<file path="src/rtl/con1_pipe_bank.sv">
// Multi-lane pipelined con1 evaluator with valid/ready flow control and
// per-lane saturating hit counters on the two outputs.

module con1_lane #(
   parameter int CNT_W = 8
) (
   input  logic             clk,
   input  logic             rst,
   input  logic [6:0]       pi,
   output logic [1:0]       po,
   input  logic [1:0]       hit,
   input  logic             inc,
   input  logic             clr,
   output logic [CNT_W-1:0] cnt0,
   output logic [CNT_W-1:0] cnt1
);
   localparam logic [CNT_W-1:0] ONE = CNT_W'(1);

   assign po[0] = (pi[1] & (pi[4] | (~pi[0] & pi[5])))
                | (pi[3] & ((pi[0] & pi[2]) | (~pi[1] & ~pi[2])));
   assign po[1] = (pi[0] & ~(pi[4] & (pi[1] | pi[3])))
                | (~pi[0] & (~pi[6] | (pi[1] & pi[4])))
                | (~pi[1] & ~pi[4]);

   // clear wins over a same-cycle increment; counters stick at all-ones
   always_ff @(posedge clk) begin
      if (rst || clr) begin
         cnt0 <= '0;
         cnt1 <= '0;
      end else if (inc) begin
         if (hit[0] && (cnt0 != '1)) cnt0 <= cnt0 + ONE;
         if (hit[1] && (cnt1 != '1)) cnt1 <= cnt1 + ONE;
      end
   end
endmodule

module con1_pipe_bank #(
   parameter int CHANNELS = 4,
   parameter int STAGES   = 2,
   parameter int CNT_W    = 8
) (
   input  logic                      clk,
   input  logic                      rst,
   input  logic                      in_valid,
   output logic                      in_ready,
   input  logic [7*CHANNELS-1:0]     in_data,
   output logic                      out_valid,
   input  logic                      out_ready,
   output logic [2*CHANNELS-1:0]     out_data,
   input  logic                      cnt_clr,
   output logic [CNT_W*CHANNELS-1:0] cnt_po0,
   output logic [CNT_W*CHANNELS-1:0] cnt_po1
);
   logic                                 adv;
   logic                                 hs;
   logic [2*CHANNELS-1:0]                fn;
   logic [STAGES:1]                      vld_pipe;
   logic [STAGES:1][2*CHANNELS-1:0]      dat_pipe;

   assign adv       = ~out_valid | out_ready;
   assign in_ready  = adv;
   assign out_valid = vld_pipe[STAGES];
   assign out_data  = dat_pipe[STAGES];
   assign hs        = out_valid & out_ready;

   for (genvar c = 0; c < CHANNELS; c++) begin : g_lane
      con1_lane #(.CNT_W(CNT_W)) u_lane (
         .clk  (clk),
         .rst  (rst),
         .pi   (in_data[7*c +: 7]),
         .po   (fn[2*c +: 2]),
         .hit  (out_data[2*c +: 2]),
         .inc  (hs),
         .clr  (cnt_clr),
         .cnt0 (cnt_po0[CNT_W*c +: CNT_W]),
         .cnt1 (cnt_po1[CNT_W*c +: CNT_W])
      );
   end

   // single global stall: every stage moves together or holds together;
   // bubbles carry zero data so invalid slots never expose stale results
   always_ff @(posedge clk) begin
      if (rst) begin
         vld_pipe <= '0;
         dat_pipe <= '0;
      end else if (adv) begin
         vld_pipe[1] <= in_valid;
         dat_pipe[1] <= in_valid ? fn : '0;
         for (int s = 2; s <= STAGES; s++) begin
            vld_pipe[s] <= vld_pipe[s-1];
            dat_pipe[s] <= dat_pipe[s-1];
         end
      end
   end
endmodule
</file>
<file path="config.mk">
export PLATFORM = sky130hd
export DESIGN_NAME = con1_pipe_bank
export DESIGN_NICKNAME = d
export VERILOG_FILES = /design/src/rtl/con1_pipe_bank.sv
export SDC_FILE = /design/constraint.sdc
export NUM_CORES = 1
export LEC_CHECK = 0
export BUFFER_PORTS_ARGS = -buffer_cell sky130_fd_sc_hd__buf_2
export CAP_MARGIN = 20
export CORE_UTILIZATION = 35
export CTS_BUF_LIST = sky130_fd_sc_hd__clkbuf_8
export CTS_CLUSTER_SIZE = 25
export DETAILED_ROUTE_END_ITERATION = 12
export PLACE_DENSITY = 0.6
export SYNTH_ARGS = -nofsm -noshare
export SYNTH_HDL_FRONTEND = slang
export SYNTH_SLANG_ARGS = --single-unit
export TNS_END_PERCENT = 10
</file>
<file path="constraint.sdc">
create_clock -name clk -period 2 [get_ports clk]
set_input_delay 0.2 -clock clk [delete_from_list [all_inputs] [get_ports clk]]
set_output_delay 0.2 -clock clk [all_outputs]
set_load 0.05 [all_outputs]
</file>
==> key figures <==
Outcome
  – Status: finished, final reports clean

STA
  – RSZ-0062 raised after global routing: no
  – F_max: 0.5711 GHz
  – Setup TNS: 0 ps
  – Minimum clock period: 1751 ps
  – Final Max Tran Viols: 0
  – Final period util: 87.55%
  – Setup Skew: 9.044 ps
  – Hold slack: 146.6 ps
  – Relative slew slack: 52.84%
  – Final Setup Violations: 0
  – Worst-margin pin slew: 707.5 ps
  – Hold Vio Cnt, Final: 0

Die
  – Chip Height: 110.5 microns
  – I/O pins: 107
  – Horiz. Die Dim: 110.5 microns
  – Initial Util: 36.06%
  – Core Region: 11420 sq um
  – Full die area: 12200 sq um
  – # rows: 39

Job
  – Maxcap violations: 0

Power
  – Final Power: 3.080 mW
  – Combinational power share: 7.0%
  – Static Leak: 1.965 nW
  – Max VDD drop: 225.6 uV
  – Reg power frac: 54.0%
  – Net Sw Power: 0.7220 mW
  – Pwr Density: 621.6 nW/um^2
  – Switching share of power: 23.44%
  – Clock Power Share: 38.9%
  – Int Power: 2.358 mW

Worst setup path
  – Family with the most delay on the worst path: simple AND/OR/NAND/NOR gates
  – Setup crit end kind: flip-flop
  – Worst path max stage delay: 470 ps
  – Crit path max fanout: 6
  – R2R depth: 5
  – Critical Path Start Type: flip-flop
  – Slowest cell on the critical path: or4_1
  – Critical path buffers and inverters: 0
  – Crit path DAT: 2040 ps
  – CP Cell Sequence: ha_1 > and3_2 > a21o_2 > or4_1 > a21oi_1
  – Required @ worst endpoint: 2290 ps
  – Reg2reg start: g_lane[2].u_lane.cnt1[0]
  – Setup slack, reg-to-reg: 250 ps
  – Critical path class: reg -> reg
  – FF-to-FF End: g_lane[2].u_lane.cnt1[5]

Hold path
  – Worst Hold Depth: 3
  – Hold Crit Class: in -> reg
  – Hold worst-path end: dat_pipe[7]
  – Worst Min Path Start: in_valid

Clock network
  – Root Driver: clkbuf_8
  – # resized after CTS: 0
  – # Post-CTS Setup Buffers: 0
  – Clk_lat worst skew: 360 ps
  – CTS Buf Count: 9
  – Clock Tree Buf Depth: 2
  – Count of hold-fix buffers inserted at cts: 0
  – CTS tree: yes
  – Worst-path clk slew: 80 ps
  – Clock H-tree levels: 3
  – Clock sinks: 82

Routing
  – Via count: 3604
  – 1st-iter DRT viols: 100
  – Post-route ant nets: 0
  – Drt drc: 0
  – Via/cell ratio: 5.083
  – Pre-antenna DRT Iters: 4
  – WL per Instance: 13.20 microns
  – Drt total wl: 9362 microns

Global routing
  – Initial antenna violation count: 0
  – First-pass GRT wire length: 15780 microns
  – Largest net degree at the start of global routing: 35
  – Vias in the first global route: 3368
  – Total GRT Usage: 15.68%
  – Gr ovfl total: 0

Place
  – Post-detail-place hpwl: 6982 microns
  – RD Place Congestion: 0.8011
  – Inst Count DP: 695
  – Port buffer count: 106

Synth
  – Syn Nets: 501
  – Mapped Cells: 460
  – FF+latch count, synth: 82
  – Sequential area share after synthesis: 39.87%
  – Number of synthesized flops with an enable pin: 0
  – Yosys warnings: 0
  – Syn_area_per_cell: 8.952 sq um
  – Cell Area, Synth: 4118 sq um
  – Post-synth cell types: 43
  – Top FF cell, synth: dfxtp_1
  – Asr flop ratio synth: 0%

Layout
  – Share of layout cells above drive strength 1: 27.21%
  – Final Non-Filler Cells: 709
  – Area grow syn2layout: 20.33%
  – Nets: 604
  – Ant. Diodes: 0
## synthesized netlist by cell type, types with 6 or more instances
master     instances  area (sq um)
o31ai_1           14         105.1
o21ai_0           15         75.07
a21o_4             6         90.09
ha_1               8         100.1
nand3_1           15         75.07
and2_1             7         43.79
xor2_1            12         105.1
o41ai_1            6         52.55
or4_1             13         97.59
and4_1             7         61.31
buf_4              8         60.06
a21oi_1           37         185.2
inv_1             17         63.81
mux2i_1           10         100.1
a2111oi_0          7         61.31
nor3b_1            6         45.04
nor4b_1            6         52.55
xnor2_1           20         175.2
a211oi_1           7         52.55
nand3_4            7         122.6
nand2_1           41         153.9
dfxtp_1           82          1642
nor2_1            48         180.2
and3_1             9         56.30
clkbuf_1          10         37.54
o211ai_1          10         75.07
## through the flow
step                instance area [sq um]  utilization, %  worst slack (ps)
finish                               4955           43.39             248.9
global route                         4955           43.39             154.9
CTS                                  4955           43.39             240.3
detailed placement                   4763           41.72             260.8
global placement                     4763           41.72             299.7
floorplan                            4118               -             96.36
## state kept, by name, summed over array words and instances, names as in the netlist
name,cells
dat_pipe,8
out_data,8
g_lane.u_lane.cnt0,32
vld_pipe,2
g_lane.u_lane.cnt1,32
## metal layers
metal	vias to the layer above	wire length, microns	track usage [%]	share of wire [%]
met1	1647	4413	19.14	47
met3	13	488	3.348	5.2
li1	1858	-	-	-
met4	0	195	7.733	2.1
met5	-	0	0	0
met2	86	4264	26.05	46
## worst min-delay path, stage by stage
cell and delay, ps:
buf_2 130, nand4_1 80, a21oi_1 60
## layout by cell type, fill, tap and decap left out, types with 2 or more instances in the layout
cell type / netlist / layout
nor2b_1: 4 / 4
clkbuf_8: 0 / 11
ha_1: 8 / 8
nand3_4: 7 / 7
mux2i_1: 10 / 10
nand3_1: 15 / 15
xnor2_1: 20 / 20
buf_2: 1 / 106
a21oi_1: 37 / 37
a211oi_1: 7 / 7
nor3b_1: 6 / 6
and3_2: 2 / 2
xor2_1: 12 / 12
o31ai_1: 14 / 14
nand2_1: 41 / 41
and4_1: 7 / 7
clkinv_2: 0 / 2
o2111ai_1: 3 / 3
or3_1: 3 / 3
o21ai_0: 15 / 15
o41ai_1: 6 / 6
and2_1: 7 / 7
a21bo_2: 4 / 4
a2111oi_0: 7 / 7
nand4_1: 3 / 3
a21o_4: 6 / 6
buf_4: 8 / 7
dfxtp_1: 82 / 82
nor4b_1: 6 / 6
or4_1: 13 / 13
o211ai_1: 10 / 10
inv_1: 17 / 17
and3_1: 9 / 9
nor2_1: 48 / 48
## power groups by stage
| stage | clock network, mW | registers [mW] | logic [mW] |
|---|---|---|---|
| 2_1_floorplan | 0 | 1.70 | 0.139 |
| 3_3_place_gp | 0 | 1.70 | 0.214 |
| 3_5_place_dp | 0 | 1.70 | 0.218 |
| 4_1_cts | 1.24 | 1.66 | 0.219 |
| 5_1_grt | 1.31 | 1.67 | 0.238 |
| 6_report | 1.20 | 1.66 | 0.216 |
## how the worst max path moves through the flow
stage	start	to	slack, ps	cells after the start
finish	g_lane[2].u_lane.cnt1[0]	g_lane[2].u_lane.cnt1[5]	250	5
global route	g_lane[0].u_lane.cnt1[0]	g_lane[0].u_lane.cnt1[5]	150	5
CTS	g_lane[0].u_lane.cnt1[0]	g_lane[0].u_lane.cnt1[5]	240	5
detailed placement	g_lane[0].u_lane.cnt1[0]	g_lane[0].u_lane.cnt1[5]	260	5
global placement	g_lane[2].u_lane.cnt1[0]	g_lane[2].u_lane.cnt1[5]	300	5
floorplan	g_lane[2].u_lane.cnt1[0]	g_lane[2].u_lane.cnt1[5]	100	5
## kinds of logic after synthesis
family                     Yosys count  share of synthesized area, %
buffers and inverters               40                         4.953
and+or+nand+nor                    178                         24.76
AOI/OAI and AO/OA                  110                         18.75
DFF                                 82                         39.87
xor gates and xnor gates            32                         6.806
muxes                               10                         2.431
adders and majority gates            8                         2.431
## layout make-up
cell class / count / area (sq um)
Clock inverter: 3 / 40.04
Tap cell: 143 / 178.9
Fill cell: 1177 / 6464
Sequential cell: 82 / 1642
Clock buffer: 11 / 151.4
Timing Repair Buffer: 114 / 603.1
Multi-Input combinational cell: 338 / 2272
Inverter: 18 / 67.56
(Power assumes the default switching activity.)
